[src/rtl/uart_rx_fifo.sv]
// Receive FIFO behind uart_rx: captures each rx_done rising edge with its parity flag
// and presents the characters first-word-fall-through on a valid/ready stream.
module uart_rx_fifo #(
  parameter int unsigned DATABITS  = 8,
  parameter int unsigned DEPTH     = 16,
  parameter int unsigned DROP_PERR = 0
) (
  input  logic                     clk,
  input  logic                     reset,
  input  logic [DATABITS-1:0]      rx_data,
  input  logic                     rx_done,
  input  logic                     parity_error,
  output logic [DATABITS-1:0]      m_data,
  output logic                     m_perr,
  output logic                     m_valid,
  input  logic                     m_ready,
  output logic [$clog2(DEPTH):0]   count,
  output logic                     full,
  output logic                     overflow,
  output logic                     perr_seen,
  input  logic                     clear_err
);

  localparam int unsigned AW = $clog2(DEPTH);
  localparam int unsigned CW = AW + 1;
  localparam int unsigned EW = DATABITS + 1;

  logic [EW-1:0] mem [DEPTH];
  logic [AW-1:0] wr_ptr;
  logic [AW-1:0] rd_ptr;
  logic [CW-1:0] count_q;
  logic          rx_done_q;
  logic          overflow_q;
  logic          perr_seen_q;

  logic rise;
  logic push_req;
  logic pop;
  logic push;
  logic drop;
  logic is_full;

  // Request decode: one push per rx_done rising edge, optionally masked on parity error
  always_comb begin
    rise     = rx_done & ~rx_done_q;
    push_req = rise & ~((DROP_PERR != 0) & parity_error);
    is_full  = (count_q == CW'(DEPTH));
    pop      = (count_q != CW'(0)) & m_ready;
    push     = push_req & (~is_full | pop);
    drop     = push_req & is_full & ~pop;
  end

  // Storage is deliberately not reset; only pointers define validity
  always_ff @(posedge clk) begin
    if (reset && push) begin
      mem[wr_ptr] <= {parity_error, rx_data};
    end
  end

  // Pointers, occupancy and edge-detect history
  always_ff @(posedge clk) begin
    if (!reset) begin
      wr_ptr    <= '0;
      rd_ptr    <= '0;
      count_q   <= '0;
      rx_done_q <= 1'b0;
    end else begin
      rx_done_q <= rx_done;
      if (push) wr_ptr <= wr_ptr + AW'(1);
      if (pop)  rd_ptr <= rd_ptr + AW'(1);
      case ({push, pop})
        2'b10:   count_q <= count_q + CW'(1);
        2'b01:   count_q <= count_q - CW'(1);
        default: count_q <= count_q;
      endcase
    end
  end

  // Sticky status: a set event in the same cycle as clear_err wins
  always_ff @(posedge clk) begin
    if (!reset) begin
      overflow_q  <= 1'b0;
      perr_seen_q <= 1'b0;
    end else begin
      if (drop)              overflow_q <= 1'b1;
      else if (clear_err)    overflow_q <= 1'b0;
      if (rise && parity_error) perr_seen_q <= 1'b1;
      else if (clear_err)       perr_seen_q <= 1'b0;
    end
  end

  assign m_data    = mem[rd_ptr][DATABITS-1:0];
  assign m_perr    = mem[rd_ptr][DATABITS];
  assign m_valid   = (count_q != CW'(0));
  assign count     = count_q;
  assign full      = is_full;
  assign overflow  = overflow_q;
  assign perr_seen = perr_seen_q;

endmodule

[config.mk]
export PLATFORM = sky130hd
export DESIGN_NAME = uart_rx_fifo
export DESIGN_NICKNAME = d
export VERILOG_FILES = /design/src/rtl/uart_rx_fifo.sv
export SDC_FILE = /design/constraint.sdc
export NUM_CORES = 1
export LEC_CHECK = 0
export CAP_MARGIN = 20
export CORE_MARGIN = 2
export CORE_UTILIZATION = 55
export CTS_CLUSTER_SIZE = 30
export DETAILED_ROUTE_END_ITERATION = 7
export HOLD_SLACK_MARGIN = 0.05
export PLACE_DENSITY = 0.72
export SYNTH_ARGS = -nofsm -noshare
export SYNTH_HDL_FRONTEND = slang
export SYNTH_SLANG_ARGS = --single-unit
[constraint.sdc]
create_clock -name clk -period 2.75 [get_ports clk]
set_input_delay 0.4125 -clock clk [delete_from_list [all_inputs] [get_ports clk]]
set_output_delay 0.4125 -clock clk [all_outputs]
set_load 0.005 [all_outputs]
==> out/metrics.yaml <==
grt_use_total_pct: 21.9
place_worst_setup_slack_ns: 0.213
cts.sink_count: 164
synth_adder_area_share_pct: 1.35
synthFlopType: "edfxtp_1"
synth_cell_types: 37
ys_top_cells_by_area: "edfxtp_1 67%, mux4_2 16%, dfxtp_1 6.2%"
io_pins: 32
clk_path_buf_depth: 2
synth-simple-area-share_pct: 4.84
ir_worst_vdd_v: 0.000593
num_vias: 3257
rows: 39
status: "complete, no violations"
grt_max_degree: 37
drcViolationCount: 0
syn_area_per_cell_um2: 19.8
post-route-min-period_ns: 2.68
cts_hold_buffers: 0
insertedDiodeCount: 0
syn-cell-area_um2: 6490
hp-class: "flip-flop to flip-flop"
rsz0062_at_grt: "false"
ys_warn_count: 0
die_area_um2: 12700
nNetsFinal: 414
setup_viol: 0
tightest_slew_ns: 0.611
synth-compound-area-share_pct: 2.10
cts_buffers: 17
syn_inst: 327
async_reset_ff_share_pct: 0
p_total_uw: 6580
fmax_mhz: 373
clk_latency_ns: 0.42
critPathCaptureType: "output pin"
crit_arrival_ns: 2.27
root_buffer: "clkbuf_16"
cts_tree: "done"
worst-setup-path-type: "flip-flop to output pin"
final_max_slew_viol_count: 0
synth_top_family_by_area: "multiplexers"
synthXorXnorAreaFrac_pct: 1.35
synth-edff-count: 144
port_buffers: 31
r2r_slack_ns: 0.36
drt_first_pass_iters: 4
slew_headroom_pct: 59.2
period_share_pct: 97.6
cp_max_fo: 8
drtIter0Drc: 280
gp_congestion: 0.796
hp-start: "overflow"
postRouteAntennaNets: 0
fin_util_pct: 68.4
coreArea_um2: 11500
yosys.area.top_type: "edfxtp_1"
cp.required_ns: 2.34
grt_pass1_vias: 3407
drv_cap: 0
drive_above_1_share_pct: 29.6
die_y_um: 113
dp_hpwl_um: 7480
worst_setup_path_start_kind: "flip-flop"
fin_skew_ns: 0.0117
grt_overflow: 0
post_drt_via_cell_ratio: 5.93
crit-reg2reg-launch: "count[0]"
muxShareOfSynthArea_pct: 15.9
fillers: 734
yosys_register_bits: 164
wirelength_um: 12700
wl_per_cell_um: 23.1
syn_to_final_growth_pct: 20.9
die_w_um: 113
setup_ws_ns: 0.0667
initial_core_util_pct: 56.6
power.density_nw_per_um2: 839
grt_pass1_wl_um: 19600
cts.htree.levels: 4
hold_viol_final: 0
cts.clk_slew.worst_paths_ns: 0.06
yosys.area.top_type_share_pct: 66.6
synthesis.nets: 348
yosysSeqAreaShare_pct: 72.8
antenna_found_initial: 0
p_leak_uw: 0.00256
==> worst max-delay path, cell delays in order, from the launching register on <==
cell             delay (ns)
dfxtp_4                0.36
buf_4                  0.11
buf_12                 0.14
mux4_2                 0.52
mux4_2                 0.50
clkdlybuf4s15_1        0.22
==> kinds of logic after synthesis <==
kind of cell / Yosys count
buf+inv: 21
simple gates: 60
xor+xnor: 10
mux: 47
flops: 164
compound gates: 18
fa+ha+maj: 7
==> flip-flops by register name (all words and copies together), names as in the netlist, named ones only <==
name	count
perr_seen	1
mem	144
rx_done_q	1
rd_ptr	4
overflow	1
count	5
wr_ptr	4
==> area by class of cell <==
type / instances / area (µm²) / share of cell area (%)
multi-input combinational: 142 / 1660 / 21.1
clock inverter: 14 / 186 / 2.38
inverter: 4 / 15.0 / 0.191
timing repair buffer: 64 / 652 / 8.31
tap: 143 / 179 / 2.28
sequential: 164 / 4730 / 60.2
clock buffer: 18 / 429 / 5.47
==> stage by stage <==
stage / hold WS (ns) / TNS [ns] / instance area, µm² / std cells
after global placement: 0.470 / 0 / 7110 / 508
after floorplan: 0.472 / 0 / 6490 / 327
after global routing: 0.533 / 0 / 7850 / 549
after detailed placement: 0.484 / 0 / 7110 / 508
after CTS: 0.496 / -0.00400 / 7880 / 549
final: 0.496 / 0 / 7850 / 549
==> where the power goes <==
group | switching (µW) | internal, µW | total, µW
Sequential | 76.5 | 2780 | 2860
Clock | 909 | 1510 | 2420
Combinational | 533 | 778 | 1310
==> final timing paths <==
| kind | end | depth (start not counted) |
|---|---|---|
| max reg2reg | count[4] | 8 |
| max | m_data[7] | 5 |
| min | overflow | 2 |
| min reg2reg | overflow | 2 |
==> layout by cell type (no fill, tap or decap), types with 2 or more instances in the layout <==
master,count
edfxtp_1,144
mux4_2,45
buf_4,25
clkdlybuf4s50_1,22
dfxtp_1,19
nor2_1,18
clkbuf_16,17
and2_1,11
nand2_1,8
xnor2_1,8
ha_1,7
clkinvlp_4,6
clkbuf_2,6
nand3_1,5
nor2b_1,5
buf_12,5
inv_1,4
nand2b_1,4
a21oi_1,4
bufinv_16,4
buf_16,3
nor4_1,2
xor2_1,2
nand3b_1,2
o21ai_0,2
a21boi_0,2
mux2i_1,2
nand4_1,2
clkinv_1,2
clkdlybuf4s15_1,2
==> per-layer routing <==
layer	vias to the layer above	share of wire, %	track usage, %
met3	18	5.6	5.62
met2	105	50	33.5
met1	1681	42	30.6
li1	1453	-	-
met4	0	1.5	9.02
met5	-	0	0
==> synth_stat cells (3+ instances only) <==
cell	number
dfxtp_1	20
clkbuf_1	8
xnor2_1	8
nand2b_1	4
and2_1	11
nand2_1	8
edfxtp_1	144
nor2_1	18
buf_2	4
inv_1	4
mux4_2	45
ha_1	7
nand3_1	5
a21oi_1	4
buf_6	3
nor2b_1	5
==> timing repair <==
| action | in CTS | in global routing |
|---|---|---|
| resized for setup | 25 | 6 |
| cloned | 3 | 0 |
| setup buffers | 6 | 0 |
| setup endpoints to repair | 9 | 6 |
Power figures use the tool's default switching activity.
